--- src/rtl/exe_pkg.sv ---
// Shared definitions for the execute stage: ALU command codes, FSM states and
// flag-register bit positions.
package exe_pkg;

    localparam int CMD_W_DEF = 4;

    localparam int CMD_NOP = 0;
    localparam int CMD_ADD = 1;
    localparam int CMD_SUB = 2;
    localparam int CMD_AND = 3;
    localparam int CMD_OR  = 4;
    localparam int CMD_XOR = 5;
    localparam int CMD_NOT = 6;
    localparam int CMD_SHL = 7;
    localparam int CMD_SHR = 8;
    localparam int CMD_MUL = 9;

    localparam int FLAG_Z   = 0;
    localparam int FLAG_N   = 1;
    localparam int FLAG_C   = 2;
    localparam int FLAG_CNT = 3;

    typedef enum logic {
        IDLE = 1'b0,
        MUL  = 1'b1
    } state_t;

endpackage

--- src/rtl/exe_mul_iter.sv ---
// Shift-add multiplier, one multiplier bit per cycle. done is asserted during
// the last step and product already includes that step's partial sum.
module exe_mul_iter #(
    parameter int DATA_W = 8
) (
    input  logic                  clk,
    input  logic                  reset,
    input  logic                  start,
    input  logic [DATA_W-1:0]     op_a,
    input  logic [DATA_W-1:0]     op_b,
    output logic                  done,
    output logic [2*DATA_W-1:0]   product
);
    localparam int CNT_W = $clog2(DATA_W);

    logic                  run_q, run_d;
    logic [CNT_W-1:0]      cnt_q, cnt_d;
    logic [2*DATA_W-1:0]   mcand_q, mcand_d;
    logic [DATA_W-1:0]     mplier_q, mplier_d;
    logic [2*DATA_W-1:0]   acc_q, acc_d;
    logic [2*DATA_W-1:0]   acc_sum;

    assign acc_sum = acc_q + (mplier_q[0] ? mcand_q : '0);
    assign done    = run_q && (cnt_q == CNT_W'(DATA_W - 1));
    assign product = acc_sum;

    always_comb begin
        run_d    = run_q;
        cnt_d    = cnt_q;
        mcand_d  = mcand_q;
        mplier_d = mplier_q;
        acc_d    = acc_q;
        if (start) begin
            run_d    = 1'b1;
            cnt_d    = '0;
            mcand_d  = {{DATA_W{1'b0}}, op_a};
            mplier_d = op_b;
            acc_d    = '0;
        end else if (run_q) begin
            acc_d    = acc_sum;
            mcand_d  = mcand_q << 1;
            mplier_d = mplier_q >> 1;
            cnt_d    = cnt_q + 1'b1;
            if (done) begin
                run_d = 1'b0;
                cnt_d = '0;
            end
        end
    end

    always_ff @(posedge clk) begin
        if (reset) begin
            run_q    <= 1'b0;
            cnt_q    <= '0;
            mcand_q  <= '0;
            mplier_q <= '0;
            acc_q    <= '0;
        end else begin
            run_q    <= run_d;
            cnt_q    <= cnt_d;
            mcand_q  <= mcand_d;
            mplier_q <= mplier_d;
            acc_q    <= acc_d;
        end
    end

endmodule

--- src/rtl/exe_stage_pipe.sv ---
// Execute stage: ALU / input-port / immediate result selection into a registered
// EX/MEM output with valid/ready, Z/N/C flag register and an iterative multiply.
module exe_stage_pipe
    import exe_pkg::*;
#(
    parameter int DATA_W = 8,
    parameter int CMD_W  = CMD_W_DEF,
    parameter bit MUL_EN = 1'b1
) (
    input  logic              clk,
    input  logic              reset,
    input  logic              in_valid,
    output logic              in_ready,
    input  logic [CMD_W-1:0]  alu_cmd,
    input  logic              is_imm,
    input  logic [DATA_W-1:0] immval,
    input  logic [DATA_W-1:0] alu_src1,
    input  logic [DATA_W-1:0] alu_src2,
    input  logic              in_port_sel,
    input  logic              out_port_sel,
    input  logic [DATA_W-1:0] in_port_data,
    output logic              out_valid,
    input  logic              out_ready,
    output logic [DATA_W-1:0] ex_out,
    output logic              zero,
    output logic              negative,
    output logic              carry,
    output logic [DATA_W-1:0] out_port_data,
    output logic              out_port_we,
    output logic              busy
);
    state_t                state_q, state_d;
    logic [DATA_W-1:0]     ex_out_q, ex_out_d;
    logic                  out_valid_q, out_valid_d;
    logic [FLAG_CNT-1:0]   flags_q, flags_d;
    logic [DATA_W-1:0]     out_port_data_q, out_port_data_d;
    logic                  out_port_we_q, out_port_we_d;

    logic                  accept, src_alu, is_mul_cmd, mul_start, mul_done;
    logic [2*DATA_W-1:0]   mul_product;
    logic [DATA_W-1:0]     alu_res, res_mux;
    logic                  alu_c;
    logic [DATA_W:0]       wide;

    assign in_ready   = (state_q == IDLE) && (!out_valid_q || out_ready);
    assign accept     = in_valid && in_ready;
    assign src_alu    = !in_port_sel && !is_imm;
    assign is_mul_cmd = (alu_cmd == CMD_W'(CMD_MUL));

    // Shifts operate on src1; unary NOT and NOP operate on src2.
    always_comb begin
        alu_res = '0;
        alu_c   = 1'b0;
        wide    = '0;
        case (alu_cmd)
            CMD_W'(CMD_ADD): begin
                wide    = {1'b0, alu_src1} + {1'b0, alu_src2};
                alu_res = wide[DATA_W-1:0];
                alu_c   = wide[DATA_W];
            end
            CMD_W'(CMD_SUB): begin
                wide    = {1'b0, alu_src1} - {1'b0, alu_src2};
                alu_res = wide[DATA_W-1:0];
                alu_c   = wide[DATA_W];
            end
            CMD_W'(CMD_AND): alu_res = alu_src1 & alu_src2;
            CMD_W'(CMD_OR):  alu_res = alu_src1 | alu_src2;
            CMD_W'(CMD_XOR): alu_res = alu_src1 ^ alu_src2;
            CMD_W'(CMD_NOT): alu_res = ~alu_src2;
            CMD_W'(CMD_SHL): begin
                alu_res = {alu_src1[DATA_W-2:0], 1'b0};
                alu_c   = alu_src1[DATA_W-1];
            end
            CMD_W'(CMD_SHR): begin
                alu_res = {1'b0, alu_src1[DATA_W-1:1]};
                alu_c   = alu_src1[0];
            end
            CMD_W'(CMD_MUL): alu_res = '0;
            default:         alu_res = alu_src2;
        endcase
    end

    assign res_mux = in_port_sel ? in_port_data : (is_imm ? immval : alu_res);

    always_comb begin
        state_d         = state_q;
        ex_out_d        = ex_out_q;
        out_valid_d     = out_valid_q && !out_ready;
        flags_d         = flags_q;
        out_port_data_d = out_port_data_q;
        out_port_we_d   = 1'b0;
        mul_start       = 1'b0;
        if (accept) begin
            if (out_port_sel) begin
                out_port_data_d = alu_src1;
                out_port_we_d   = 1'b1;
            end
            if (src_alu && is_mul_cmd && MUL_EN) begin
                state_d   = MUL;
                mul_start = 1'b1;
            end else begin
                ex_out_d    = res_mux;
                out_valid_d = 1'b1;
                // MUL without a multiplier yields 0 but must not touch flags.
                if (src_alu && !is_mul_cmd) begin
                    flags_d[FLAG_Z] = (alu_res == '0);
                    flags_d[FLAG_N] = alu_res[DATA_W-1];
                    flags_d[FLAG_C] = alu_c;
                end
            end
        end else if (state_q == MUL && mul_done) begin
            state_d         = IDLE;
            ex_out_d        = mul_product[DATA_W-1:0];
            out_valid_d     = 1'b1;
            flags_d[FLAG_Z] = (mul_product[DATA_W-1:0] == '0);
            flags_d[FLAG_N] = mul_product[DATA_W-1];
            flags_d[FLAG_C] = |mul_product[2*DATA_W-1:DATA_W];
        end
    end

    generate
        if (MUL_EN) begin : g_mul
            exe_mul_iter #(.DATA_W(DATA_W)) u_mul (
                .clk     (clk),
                .reset   (reset),
                .start   (mul_start),
                .op_a    (alu_src1),
                .op_b    (alu_src2),
                .done    (mul_done),
                .product (mul_product)
            );
        end else begin : g_no_mul
            assign mul_done    = 1'b0;
            assign mul_product = '0;
        end
    endgenerate

    always_ff @(posedge clk) begin
        if (reset) begin
            state_q         <= IDLE;
            ex_out_q        <= '0;
            out_valid_q     <= 1'b0;
            flags_q         <= '0;
            out_port_data_q <= '0;
            out_port_we_q   <= 1'b0;
        end else begin
            state_q         <= state_d;
            ex_out_q        <= ex_out_d;
            out_valid_q     <= out_valid_d;
            flags_q         <= flags_d;
            out_port_data_q <= out_port_data_d;
            out_port_we_q   <= out_port_we_d;
        end
    end

    assign ex_out        = ex_out_q;
    assign out_valid     = out_valid_q;
    assign zero          = flags_q[FLAG_Z];
    assign negative      = flags_q[FLAG_N];
    assign carry         = flags_q[FLAG_C];
    assign out_port_data = out_port_data_q;
    assign out_port_we   = out_port_we_q;
    assign busy          = (state_q == MUL);

endmodule

--- config.mk ---
export PLATFORM = sky130hd
export DESIGN_NAME = exe_stage_pipe
export DESIGN_NICKNAME = d
export VERILOG_FILES = /design/src/rtl/exe_pkg.sv /design/src/rtl/exe_mul_iter.sv /design/src/rtl/exe_stage_pipe.sv
export SDC_FILE = /design/constraint.sdc
export NUM_CORES = 1
export LEC_CHECK = 0
export ABC_AREA = 1
export CORE_MARGIN = 3
export CORE_UTILIZATION = 30
export DETAILED_ROUTE_END_ITERATION = 6
export GPL_TIMING_DRIVEN = 0
export PLACE_DENSITY_LB_ADDON = 0.1
export REMOVE_ABC_BUFFERS = 1
export SLEW_MARGIN = 40
export SYNTH_ARGS = -nofsm -noshare
export SYNTH_HDL_FRONTEND = slang
export SYNTH_HIERARCHICAL = 1
export SYNTH_SLANG_ARGS = --single-unit
--- constraint.sdc ---
create_clock -name clk -period 7 [get_ports clk]
set_input_delay 1.05 -clock clk [delete_from_list [all_inputs] [get_ports clk]]
set_output_delay 1.05 -clock clk [all_outputs]
set_load 0.05 [all_outputs]
==> flow_summary.yaml <==
clock_network:
  clk_latency_ps: 340
  post_cts_buffers: 0
  htreeDepth: 3
  hold_buffers: 0
  tritoncts: "yes"
  ctsResizeCount: 0
  cts_sinks: 66
  cts_root_buf: "clkbuf_16"
  clk_pin_slew_ps: 60
  clock_path_buffers: 2
  cts_buffers: 9
logic_synthesis:
  synthAdderAreaFrac: 0.1043
  synth_top_area_cell: "dfxtp_1"
  synth_top_area_frac: 0.2405
  synth.cell_area_um2: 5493
  yosys.cell_types.count: 39
  synth_warnings: 6
  async_reset_ff_frac: 0
  synth_area_leaders: "dfxtp_1, nand2_1, inv_1"
  netlist_instances: 906
  synth_seq_cells: 66
  yosys.area_share.simple: 0.3754
  yosysSeqAreaShare: 0.2405
  muxShareOfSynthArea: 0
  synth_top_family_by_area: "simple AND/OR/NAND/NOR gates"
  synth_xor_area_frac: 0.01412
  syn_area_per_cell_um2: 6.063
  synthFlopType: "dfxtp_1"
  synth_edf_count: 0
  synth_compound_area_frac: 0.1396
sta:
  finClkSkew_ps: 3.960
  max_slew_margin: 0.4773
  setup_viol: 0
  fin_crit_sh: 0.5192
  fmax_mhz: 275.2
  worst_pin_slew_ps: 784.0
  tns_ps: 0
  hold_violations: 0
  finalWorstSetupSlack_ps: 3366
  layout_min_cycle_time_ps: 3634
  rsz0062_at_grt: "no"
  slew_viol_final: 0
critical_path:
  cp.arrival_ps: 3830
  worst-r2r-setup-slack_ps: 4160
  critPathRequiredTime_ps: 7190
  startpoint_type: "input pin"
  critical_path_class: "input pin to register"
  end_kind: "register"
  critPathMaxFanout: 20
finish:
  insertedDiodeCount: 0
  synthToLayoutAreaGrowth_pct: 19.50
  drive_gt1_frac: 0.06563
  final_area_um2: 6564
  fillers: 1945
  layout.nets: 1042
floorplan:
  dieArea_um2: 19970
  core_area_um2: 17600
  die_h_um: 141.3
  die_w_um: 141.3
  num_rows: 48
  pin_count: 66
  start_util: 0.3121
place:
  gp_congestion: 0.8809
  pre_cts_slack_ps: 3021
  hpwl_um: 13660
  portBuffers: 65
  place_area_um2: 6291
detailed_routing:
  ant_nets: 0
  avgViaCountPerCell: 4.831
  wl_um: 18020
  post_drt_wl_per_cell_um: 15.21
  drt-initial-drc-count: 329
  drt-pass1-iter-count: 5
  drc: 0
  vias: 5725
outcome:
  outcome: "completed"
global_route:
  grt.total_usage: 0.1802
  grt_max_degree: 46
  grt_pass1_vias: 5364
  gr-total-overflow: 0
  antenna_found_initial: 0
  grt_pass1_wl_um: 28640
power_and_ir_drop:
  powerDensity_nw_per_um2: 160.9
  p_leak_nw: 3.312
  vdd_ir_drop_max_mv: 0.1405
run:
  maxCapViolations: 0
hold_path:
  hold_class: "register to register"
-- per-stage QoR --
stage,std cells,utilization,hold WS (ps),power [W]
final,1185,0.3730,466.3,0.001056
after global routing,1185,0.3730,482.0,0.001107
after CTS,1185,0.3730,468.9,0.001071
after detailed placement,1169,0.3575,458.8,0.0006402
after global placement,1169,0.3574,453.6,0.0006422
after floorplan,879,-,437.6,0.0005438
-- cell usage after synthesis, types with 6 or more instances --
library cell / instances
nand2_1: 254
inv_1: 137
nor2_1: 93
a21oi_1: 68
nand3_1: 67
dfxtp_1: 66
ha_1: 41
o21ai_0: 33
buf_2: 15
nand4_1: 13
nor2_2: 10
nor3_1: 10
o21ai_1: 10
inv_2: 9
o221ai_1: 9
a31oi_1: 8
clkbuf_1: 8
nand2_2: 7
xor2_1: 6
-- layout make-up --
class	count	area (um^2)	area share
Multi-Input combinational cell	666	3482	0.5305
Sequential cell	66	1325	0.2019
Timing Repair Buffer	65	645.6	0.09836
Inverter	147	556.8	0.08483
Tap cell	225	281.5	0.04289
Clock buffer	11	242.7	0.03698
Clock inverter	5	30.03	0.004575
-- final timing paths --
kind / start / to / depth (start not counted)
worst max-delay path: in_port_sel / g_mul.u_mul/mcand_q[7] / 9
worst max register to register: g_mul.u_mul/mplier_q[0] / flags_q[2] / 15
worst min register to register: g_mul.u_mul/cnt_q[1] / g_mul.u_mul/cnt_q[1] / 2
worst min-delay path: g_mul.u_mul/cnt_q[1] / g_mul.u_mul/cnt_q[1] / 2
-- report_power, final --
group          total [W]  switching [W]  internal, W
Combinational   0.000241       0.000159    0.0000820
Clock           0.000423       0.000175     0.000247
Sequential      0.000392     0.00000656     0.000386
-- worst max-delay path, cell delays in order --
cell,delay (ps)
clkdlybuf4s50_1,610
inv_1,260
nand2_1,110
nor3_1,200
inv_1,110
nor2_2,600
inv_1,500
o221ai_1,310
a31oi_1,60
-- layout by cell type (no fill, tap or decap), types with 2 or more instances in the layout --
master / Yosys / final
nand2_1: 254 / 254
inv_1: 137 / 136
nor2_1: 93 / 92
a21oi_1: 68 / 68
nand3_1: 67 / 67
dfxtp_1: 66 / 65
clkdlybuf4s50_1: 0 / 64
ha_1: 41 / 41
o21ai_0: 33 / 33
nand4_1: 13 / 13
nor2_2: 10 / 11
inv_2: 9 / 10
nor3_1: 10 / 10
o21ai_1: 10 / 10
clkbuf_16: 0 / 9
o221ai_1: 9 / 9
a31oi_1: 8 / 8
nand2_2: 7 / 7
xor2_1: 6 / 6
nor2_4: 4 / 4
nor4_1: 4 / 4
a211oi_1: 4 / 4
nand2_4: 3 / 3
o211ai_1: 3 / 3
fa_1: 3 / 3
clkinv_2: 0 / 3
nor3_2: 3 / 3
o21a_1: 2 / 2
or2_2: 2 / 2
clkinvlp_4: 0 / 2
-- state kept, by name, summed over array words and instances, names as in the netlist --
signal,flops
out_port_we,1
busy,1
flags_q,3
g_mul.u_mul/run_q,1
out_valid,1
g_mul.u_mul/mcand_q,16
g_mul.u_mul/mplier_q,8
out_port_data,8
g_mul.u_mul/cnt_q,3
g_mul.u_mul/acc_q,16
ex_out,8
-- routing by layer --
| layer | part of all wire | global-route usage | routed length, um | vias to the layer above |
|---|---|---|---|---|
| li1 | - | - | - | 2992 |
| met1 | 0.53 | 0.2701 | 9483 | 2598 |
| met2 | 0.42 | 0.2666 | 7505 | 122 |
| met3 | 0.051 | 0.03977 | 911 | 13 |
| met4 | 0.0065 | 0.03213 | 118 | 0 |
| met5 | 0 | 0 | 0 | - |
-- kinds of logic (layout without fill, tap and decap cells) --
logic type               Yosys count  after routing
adder cells (fa/ha/maj)           44             44
XOR/XNOR                           8              8
AND/OR/NAND/NOR                  475            475
AO/OA/AOI/OAI                    139            139
flip-flops                        66             66
buffers and inverters            174            228
Note: power is estimated with default switching activity, not from simulation.
